[src/rtl/ste_pkg.sv]
// Shared types and arithmetic helpers for the peak-hold/decay tracker.
package ste_pkg;

    typedef enum logic [1:0] {
        IDLE  = 2'd0,
        HOLD  = 2'd1,
        DECAY = 2'd2
    } ste_ph_state_t;

    // Magnitude of a sign-extended sample of width w, saturated to w-1 bits
    // so the most negative code maps to the largest positive magnitude.
    function automatic logic [31:0] abs_sat(input logic signed [31:0] sample, input int w);
        logic [31:0] mag;
        logic [31:0] lim;
        lim = (32'd1 << (w - 1)) - 32'd1;
        mag = (sample < 0) ? 32'(-sample) : 32'(sample);
        return (mag > lim) ? lim : mag;
    endfunction

    function automatic logic [31:0] sat_sub(input logic [31:0] a, input logic [31:0] b);
        return (a > b) ? (a - b) : 32'd0;
    endfunction

endpackage

[src/rtl/ste_peak_hold.sv]
// Absolute-peak tracker with hold and linear decay, paced by valid samples,
// feeding a scaled level and update strobe to the bar display.
module ste_peak_hold
    import ste_pkg::*;
#(
    parameter int SMPL_W      = 12,
    parameter int DATA_W      = 4,
    parameter int UPD_SAMPLES = 4,
    parameter int HOLD_TICKS  = 2,
    parameter int DECAY_STEP  = 128
) (
    input  logic              clk,
    input  logic              rst_n,
    input  logic [SMPL_W-1:0] smpl_i,
    input  logic              smpl_valid_i,
    input  logic              clr_i,
    output logic [DATA_W-1:0] dout_o,
    output logic              dout_update_o,
    output logic              clr_o,
    output logic [SMPL_W-2:0] peak_o
);

    localparam int CNT_W = (UPD_SAMPLES > 1) ? $clog2(UPD_SAMPLES) : 1;
    localparam int HLD_W = (HOLD_TICKS > 0) ? $clog2(HOLD_TICKS + 1) : 1;

    ste_ph_state_t     state, state_next;
    logic [SMPL_W-2:0] peak, peak_next, base, mag;
    logic [HLD_W-1:0]  hold_cnt, hold_next;
    logic [CNT_W-1:0]  smp_cnt;
    logic              tick;

    assign mag  = (SMPL_W-1)'(abs_sat({{(32-SMPL_W){smpl_i[SMPL_W-1]}}, smpl_i}, SMPL_W));
    assign tick = smpl_valid_i && (smp_cnt == CNT_W'(UPD_SAMPLES - 1));

    always_comb begin
        base       = peak;
        hold_next  = hold_cnt;
        state_next = state;
        if (tick) begin
            if (state == DECAY || (state == HOLD && hold_cnt == '0)) begin
                base       = (SMPL_W-1)'(sat_sub(32'(peak), 32'(DECAY_STEP)));
                state_next = DECAY;
            end else if (state == HOLD) begin
                hold_next = hold_cnt - HLD_W'(1);
            end
        end
        // A new sample at or above the (possibly decayed) base restarts the hold.
        if (smpl_valid_i && mag != '0 && mag >= base) begin
            peak_next  = mag;
            hold_next  = HLD_W'(HOLD_TICKS);
            state_next = HOLD;
        end else begin
            peak_next = base;
        end
        if (peak_next == '0) state_next = IDLE;
    end

    always_ff @(posedge clk) begin
        if (!rst_n) begin
            peak          <= '0;
            hold_cnt      <= '0;
            smp_cnt       <= '0;
            state         <= IDLE;
            dout_o        <= '0;
            dout_update_o <= 1'b0;
            clr_o         <= 1'b0;
        end else if (clr_i) begin
            peak          <= '0;
            hold_cnt      <= '0;
            smp_cnt       <= '0;
            state         <= IDLE;
            dout_o        <= '0;
            dout_update_o <= 1'b1;
            clr_o         <= 1'b1;
        end else begin
            peak          <= peak_next;
            hold_cnt      <= hold_next;
            state         <= state_next;
            dout_update_o <= tick;
            clr_o         <= 1'b0;
            if (smpl_valid_i) smp_cnt <= tick ? '0 : smp_cnt + CNT_W'(1);
            if (tick) dout_o <= peak_next[SMPL_W-2 -: DATA_W];
        end
    end

    assign peak_o = peak;

endmodule

[config.mk]
export PLATFORM = sky130hd
export DESIGN_NAME = ste_peak_hold
export DESIGN_NICKNAME = d
export VERILOG_FILES = /design/src/rtl/ste_pkg.sv /design/src/rtl/ste_peak_hold.sv
export SDC_FILE = /design/constraint.sdc
export NUM_CORES = 1
export LEC_CHECK = 0
export CAP_MARGIN = 20
export CORE_UTILIZATION = 50
export DETAILED_ROUTE_END_ITERATION = 10
export GPL_TIMING_DRIVEN = 0
export HOLD_SLACK_MARGIN = 0.1
export PLACE_DENSITY = 0.76
export SKIP_LAST_GASP = 1
export SLEW_MARGIN = 20
export SYNTH_ARGS = -nofsm -noshare
export SYNTH_HDL_FRONTEND = slang
export SYNTH_SLANG_ARGS = --single-unit
[constraint.sdc]
create_clock -name clk -period 5.7 [get_ports clk]
set_clock_uncertainty 0.15 [all_clocks]
set_input_delay 1.14 -clock clk [delete_from_list [all_inputs] [get_ports clk]]
set_output_delay 1.14 -clock clk [all_outputs]
set_load 0.03 [all_outputs]
Word level (Yosys, flattened, before mapping)
Index checks and enable logic that the tools add are counted.
{"block": "word_totals", "register_bits": 23, "input_bits": 16, "output_inout_bits": 17, "elab_cells": 58}
{"block": "op_classes", "addsub": 4, "order_cmp": 4, "eq_ne": 4, "n_mux": 16, "bitwise_logic": 2, "n_reduce_logical": 19}
{"cell": "11-bit two-way mux", "n": 5}
{"cell": "32-bit by 11-bit greater-than comparator with 1-bit output (second input constant)", "n": 1}
{"cell": "32-bit two-way mux", "n": 1}
{"cell": "12-bit negator with 32-bit output", "n": 1}
{"cell": "12-bit by 1-bit < comparator with 1-bit output (second input constant)", "n": 1}
{"cell": "11-bit greater-or-equal comparator", "n": 1}
{"cell": "11-bit by 8-bit greater-than comparator with 1-bit output (second input constant)", "n": 1}
{"cell": "11-bit logical NOT", "n": 1}
{"cell": "11-bit nonzero test", "n": 1}
{"cell": "11-bit by 8-bit subtractor with 11-bit output (second input constant)", "n": 1}
{"cell": "2-bit two-way mux", "n": 5}
{"cell": "3-bit AND reduction", "n": 2}
{"cell": "2-bit nonzero test", "n": 3}
{"cell": "3-bit OR reduction", "n": 2}
{"cell": "1-bit two-way mux", "n": 5}
{"cell": "2-bit equality test (second input constant)", "n": 2}
{"cell": "1-bit logical AND", "n": 4}
{"cell": "2-bit AND reduction", "n": 2}
{"cell": "4-bit OR reduction", "n": 1}
{"cell": "2-bit by 1-bit adder with 2-bit output (second input constant)", "n": 1}
{"cell": "2-bit by 1-bit equality test with 1-bit output (second input constant)", "n": 1}
{"cell": "2-bit logical NOT", "n": 1}
{"cell": "2-bit by 1-bit != test with 1-bit output (second input constant)", "n": 1}
{"cell": "1-bit NOT", "n": 2}
{"cell": "other kinds (3)", "n": 3}

Longest topological paths before layout
Gate-level depths: netlist (run 1).
{"block": "logic_depth", "word_depth": 10, "mapped_depth": 16, "mapped_depth_nobuf": 14}

Least setup slack after synthesis (run 1)
No wires, ideal clock.
{"block": "synth_path", "kind": "in2reg", "start": "in smpl_valid_i", "end": "reg dout_o[1]", "setup_time_ns": 0.121, "t_arrival_ns": 3.839, "t_required_ns": 5.429, "setup_slack_ns": 1.589, "cell_stages": 15, "path_buffers": 3, "path_cell_list": "and2_1 > clkbuf_1 > o21ai_1 > nand2b_1 > clkbuf_1 > and2_1 > ha_1 > nand2b_1 > a211oi_1 > nor3_1 > o2111a_1 > o21a_1 > buf_1 > a21oi_1 > o21ai_1"}
{"block": "synth_between", "elab_chain_len": 5, "elab_cells_between_ends": 6, "cone_classes": "1 x order compare; 2 x mux; 3 x reduce/logical"}
{"item": "from (decl)", "line": "ste_peak_hold.sv:15", "rtl": "input logic smpl_valid_i,"}
{"item": "1-bit logical AND", "line": "ste_peak_hold.sv:33", "rtl": "assign tick = smpl_valid_i && (smp_cnt == CNT_W'(UPD_SAMPLES - 1));"}
{"item": "11-bit two-way mux", "line": "ste_peak_hold.sv:39", "rtl": "if (tick) begin"}
{"item": "11-bit greater-or-equal comparator", "line": "ste_peak_hold.sv:48", "rtl": "if (smpl_valid_i && mag != '0 && mag >= base) begin"}
{"item": "1-bit logical AND", "line": "ste_peak_hold.sv:48"}
{"item": "11-bit two-way mux", "line": "ste_peak_hold.sv:48"}
{"item": "to (signal assigned)", "line": "ste_peak_hold.sv:82", "rtl": "if (tick) dout_o <= peak_next[SMPL_W-2 -: DATA_W];"}
{"item": "to (decl)", "line": "ste_peak_hold.sv:17", "rtl": "output logic [DATA_W-1:0] dout_o,"}
Several ways; a longest one is shown, not always the timed one.
A chain may end at the register's enable or synchronous reset.

Worst setup path in the final report (run 1)
Same ends and word-level chain as after synthesis.

==> summary.txt, run 1 <==
Status
  • Status: completed

Worst setup path
  • Sum of buffers and inverters on the critical path: 4
  • Crit path largest cell delay: 650 ps
  • Arr. time, crit path: between 5000 and 6000 ps
  • R2r startpoint: smp_cnt[0]
  • Reg2reg end: dout_o[1]
  • Crit-path most repeated cell: o21ai_1
  • R2r setup slk: approximately 1500 ps
  • Critical path, cell by cell: clkdlybuf4s50_1 > and2_1 > clkbuf_1 > o21ai_1 > o31ai_1 > inv_1 > ha_1 > a2111oi_0 > o21ai_0 > o2111a_1 > o21a_1 > buf_1 > a21oi_1 > o21ai_1
  • Worst-path fanout max: 10
  • CP endpoint kind: flip-flop
  • Delay-heaviest family, CP: compound AO/OA/AOI/OAI gates
  • Worst EP required: ~5700 ps
  • WS Path Type: primary input to flip-flop
  • Reg2reg path depth: 14
  • Critical-path top delay cell: o31ai_1
  • Startpoint types: primary input

Die
  • Site Rows: 21
  • Core Area: 3468 µm²
  • Die W: ~63 µm
  • Die ar.: about 4000 µm²
  • Initial Util: a little over half
  • Die Ht: 63.35 µm
  • IO Pins: 33

Timing
  • Final setup violation count: 0
  • Max-slew headroom: between 40% and 50%
  • RSZ-0062 raised after global routing: no
  • Tcrit/Tclk final: 90.32%
  • Smallest hold slack: between 300 and 400 ps
  • Final hold vios: 0
  • Fin crit period: between 5000 and 6000 ps
  • Final TNS setup: 0 ps
  • Worst slew pin tran: ~760 ps
  • Final worst slack: ~550 ps
  • Final Slew Violations: 0
  • Fmax: a little under 200 MHz

Place
  • Area after DPL: between 2000 and 2500 µm²
  • Pre-CTS setup slack: 370.7 ps
  • Routability cong.: roughly 0.85
  • Port buffer count: 29
  • Hpwl dp: roughly 3.7 mm

Power and ir drop
  • Lkg Pwr: around 0.79 nW
  • VDD IR max: 0.0001463 V
  • Power per cell area: 173.8 nW/µm²

Logic synthesis
  • Syn nets: around 280
  • Yosys top cell area share: about 24%
  • Fraction of the yosys area taken by sequential cells: 24.47%
  • Synth Flop Type: dfxtp_1
  • Synth top cells by count: 25 x nand2_1, 23 x dfxtp_1, 22 x a21oi_1
  • Cell area after synthesis: approximately 1900 µm²
  • Area leader, netlist: dfxtp_1
  • Post-synthesis cell type count: 54
  • Synth Instances: 244
  • Syn avg cell area: between 7 and 8 µm²
  • Seq cells post-synth: 23
  • EDFF count, synth: 0
  • Top cells by area, synth: dfxtp_1 24%, ha_1 10%, a21oi_1 5.9%
  • Asr flop ratio synth: 0%
  • Ys Warns: 0
  • Most frequent cell after synthesis: nand2_1

Global route
  • GRT Total Usage: 23.89%
  • Initial antenna violation count: 0
  • Grt total ovfl: 0
  • Vias in the first global route: around 1,700
  • Largest net degree at the start of global routing: 14
  • First-pass GRT wire length: between 7 and 8 mm

Detailed routing
  • WL per Instance: approximately 14 µm
  • Pre-antenna DRT Iters: 4
  • DRT iter0 DRCs: between 100 and 150
  • DRC: 0
  • Final ANT Viol Nets: 0
  • Vias/cell: 6.031
  • Drt total wl: 4.624 mm
  • Vias post-DR: between 1,500 and 2,000

Finish
  • Multi-input logic area: 1311 µm²
  • Post-route core utilization: between 60% and 70%
  • Antenna diodes: 0
  • # fillers: between 300 and 400
  • Syn-to-layout area delta: 20.94%
  • Design Area, Final: approximately 2300 µm²
  • Layout cell share with drive strength beyond 1: under 10%
  • Total Nets Final: 309
  • FF+latch area: 460.4 µm²

Clock tree
  • CTS root buf: clkbuf_8
  • CTS tree: built
  • CTS H-tree depth: 1
  • Clock transition at path regs: around 80 ps
  • Clock latency on the worst-skew pair: around 260 ps
  • CTS Buffer Depth: 2
  • Clock sinks: 23
  • Hold buffer count at cts: 0
  • TritonCTS Buffers: 3
  • CTS resizes: 0
  • Post-CTS setup buffers: 0

Worst hold path
  • Min-delay src: dout_o[1]
  • Hold Path End: dout_o[1]
  • Hold Path Depth: 2
  • Min-delay worst type: flip-flop to flip-flop

Flow run
  • Max cap viols: 0
[registers in the layout, summed over array words and instances (netlist names)]
| name | flops |
|---|---|
| dout_o | 4 |
| dout_update_o | 1 |
| peak_o | 11 |
| state | 2 |
| smp_cnt | 2 |
| clr_o | 1 |
| hold_cnt | 2 |
[cell usage in the layout (no fill, tap or decap), types with 4 or more instances in the layout]
| cell type | instances |
|---|---|
| a211oi_1 | 5 |
| a21o_1 | 7 |
| a21oi_1 | 22 |
| a31oi_1 | 6 |
| and2_1 | 4 |
| clkbuf_1 | 8 |
| clkdlybuf4s50_1 | 29 |
| dfxtp_1 | 23 |
| ha_1 | 15 |
| inv_1 | 13 |
| nand2_1 | 25 |
| nand2b_1 | 5 |
| nand3_1 | 11 |
| nor2_1 | 14 |
| nor3_1 | 15 |
| nor4_1 | 4 |
| o211ai_1 | 4 |
| o21a_1 | 4 |
| o21ai_0 | 8 |
| o21ai_1 | 4 |
[report_power, final]
group,internal (W),leakage [nW],switching [W],total [W]
registers,0.000166,0.187,0.00000454,0.000171
logic,0.0000480,0.573,0.0000750,0.000123
clock network,0.0000488,0.0255,0.0000530,0.000102
[cell type report]
class                   instances  share of cell area [%]
plain buffers                  12                   2.694
clock buffers                   3                   1.814
clock inverters                 1                  0.2199
inverters                      13                   2.144
multi-input cells             196                   57.61
flip-flops and latches         23                   20.23
well taps                      46                   2.529
repair buffers                 29                   12.75
[how the worst max path moves through the flow]
stage / start / cells after the start / end
after detailed placement: smpl_valid_i / 16 / dout_o[1]
after CTS: smpl_valid_i / 16 / dout_o[1]
after floorplan: smpl_valid_i / 15 / dout_o[1]
after global placement: smpl_valid_i / 16 / dout_o[1]
final: smpl_valid_i / 14 / dout_o[1]
after global routing: smpl_valid_i / 13 / state[1]
[stage by stage]
stage,cells,total power [W]
floorplan,244,0.0002541
global placement,319,0.0002944
detailed placement,319,0.0002957
CTS,323,0.0003959
global route,323,0.0004162
finish,323,0.0003956
[metal layers]
metal	up-vias	track usage, %	share of wire, %
met5	-	0	0
met4	0	3.125	0.45
met3	4	5.072	6.8
met2	67	37.37	45
met1	888	34.10	48
li1	989	-	-
[cells by family (layout without fill, tap and decap cells)]
group / count (synthesis) / in the layout / share of synthesized area [%]
AO/OA/AOI/OAI: 77 / 77 / 28.73
buffers and inverters: 25 / 58 / 5.851
adder cells (fa/ha/maj): 15 / 15 / 9.973
flip-flops: 23 / 23 / 24.47
XOR/XNOR: 3 / 3 / 1.397
multiplexers: 2 / 2 / 1.064
AND/OR/NAND/NOR: 99 / 99 / 28.52
[worst min-delay path, stage by stage (launching register included)]
cell     delay [ps]
dfxtp_1         330
nand3_1          70
o21ai_1          50
No activity file was read; power rests on OpenSTA's default activity.
==> run 2: changes to the inputs <==
Settings changed: CAP_MARGIN 20 to unset.
==> results of run 2 <==
No change in the layout: final DEF, timing and power equal those of run 1.
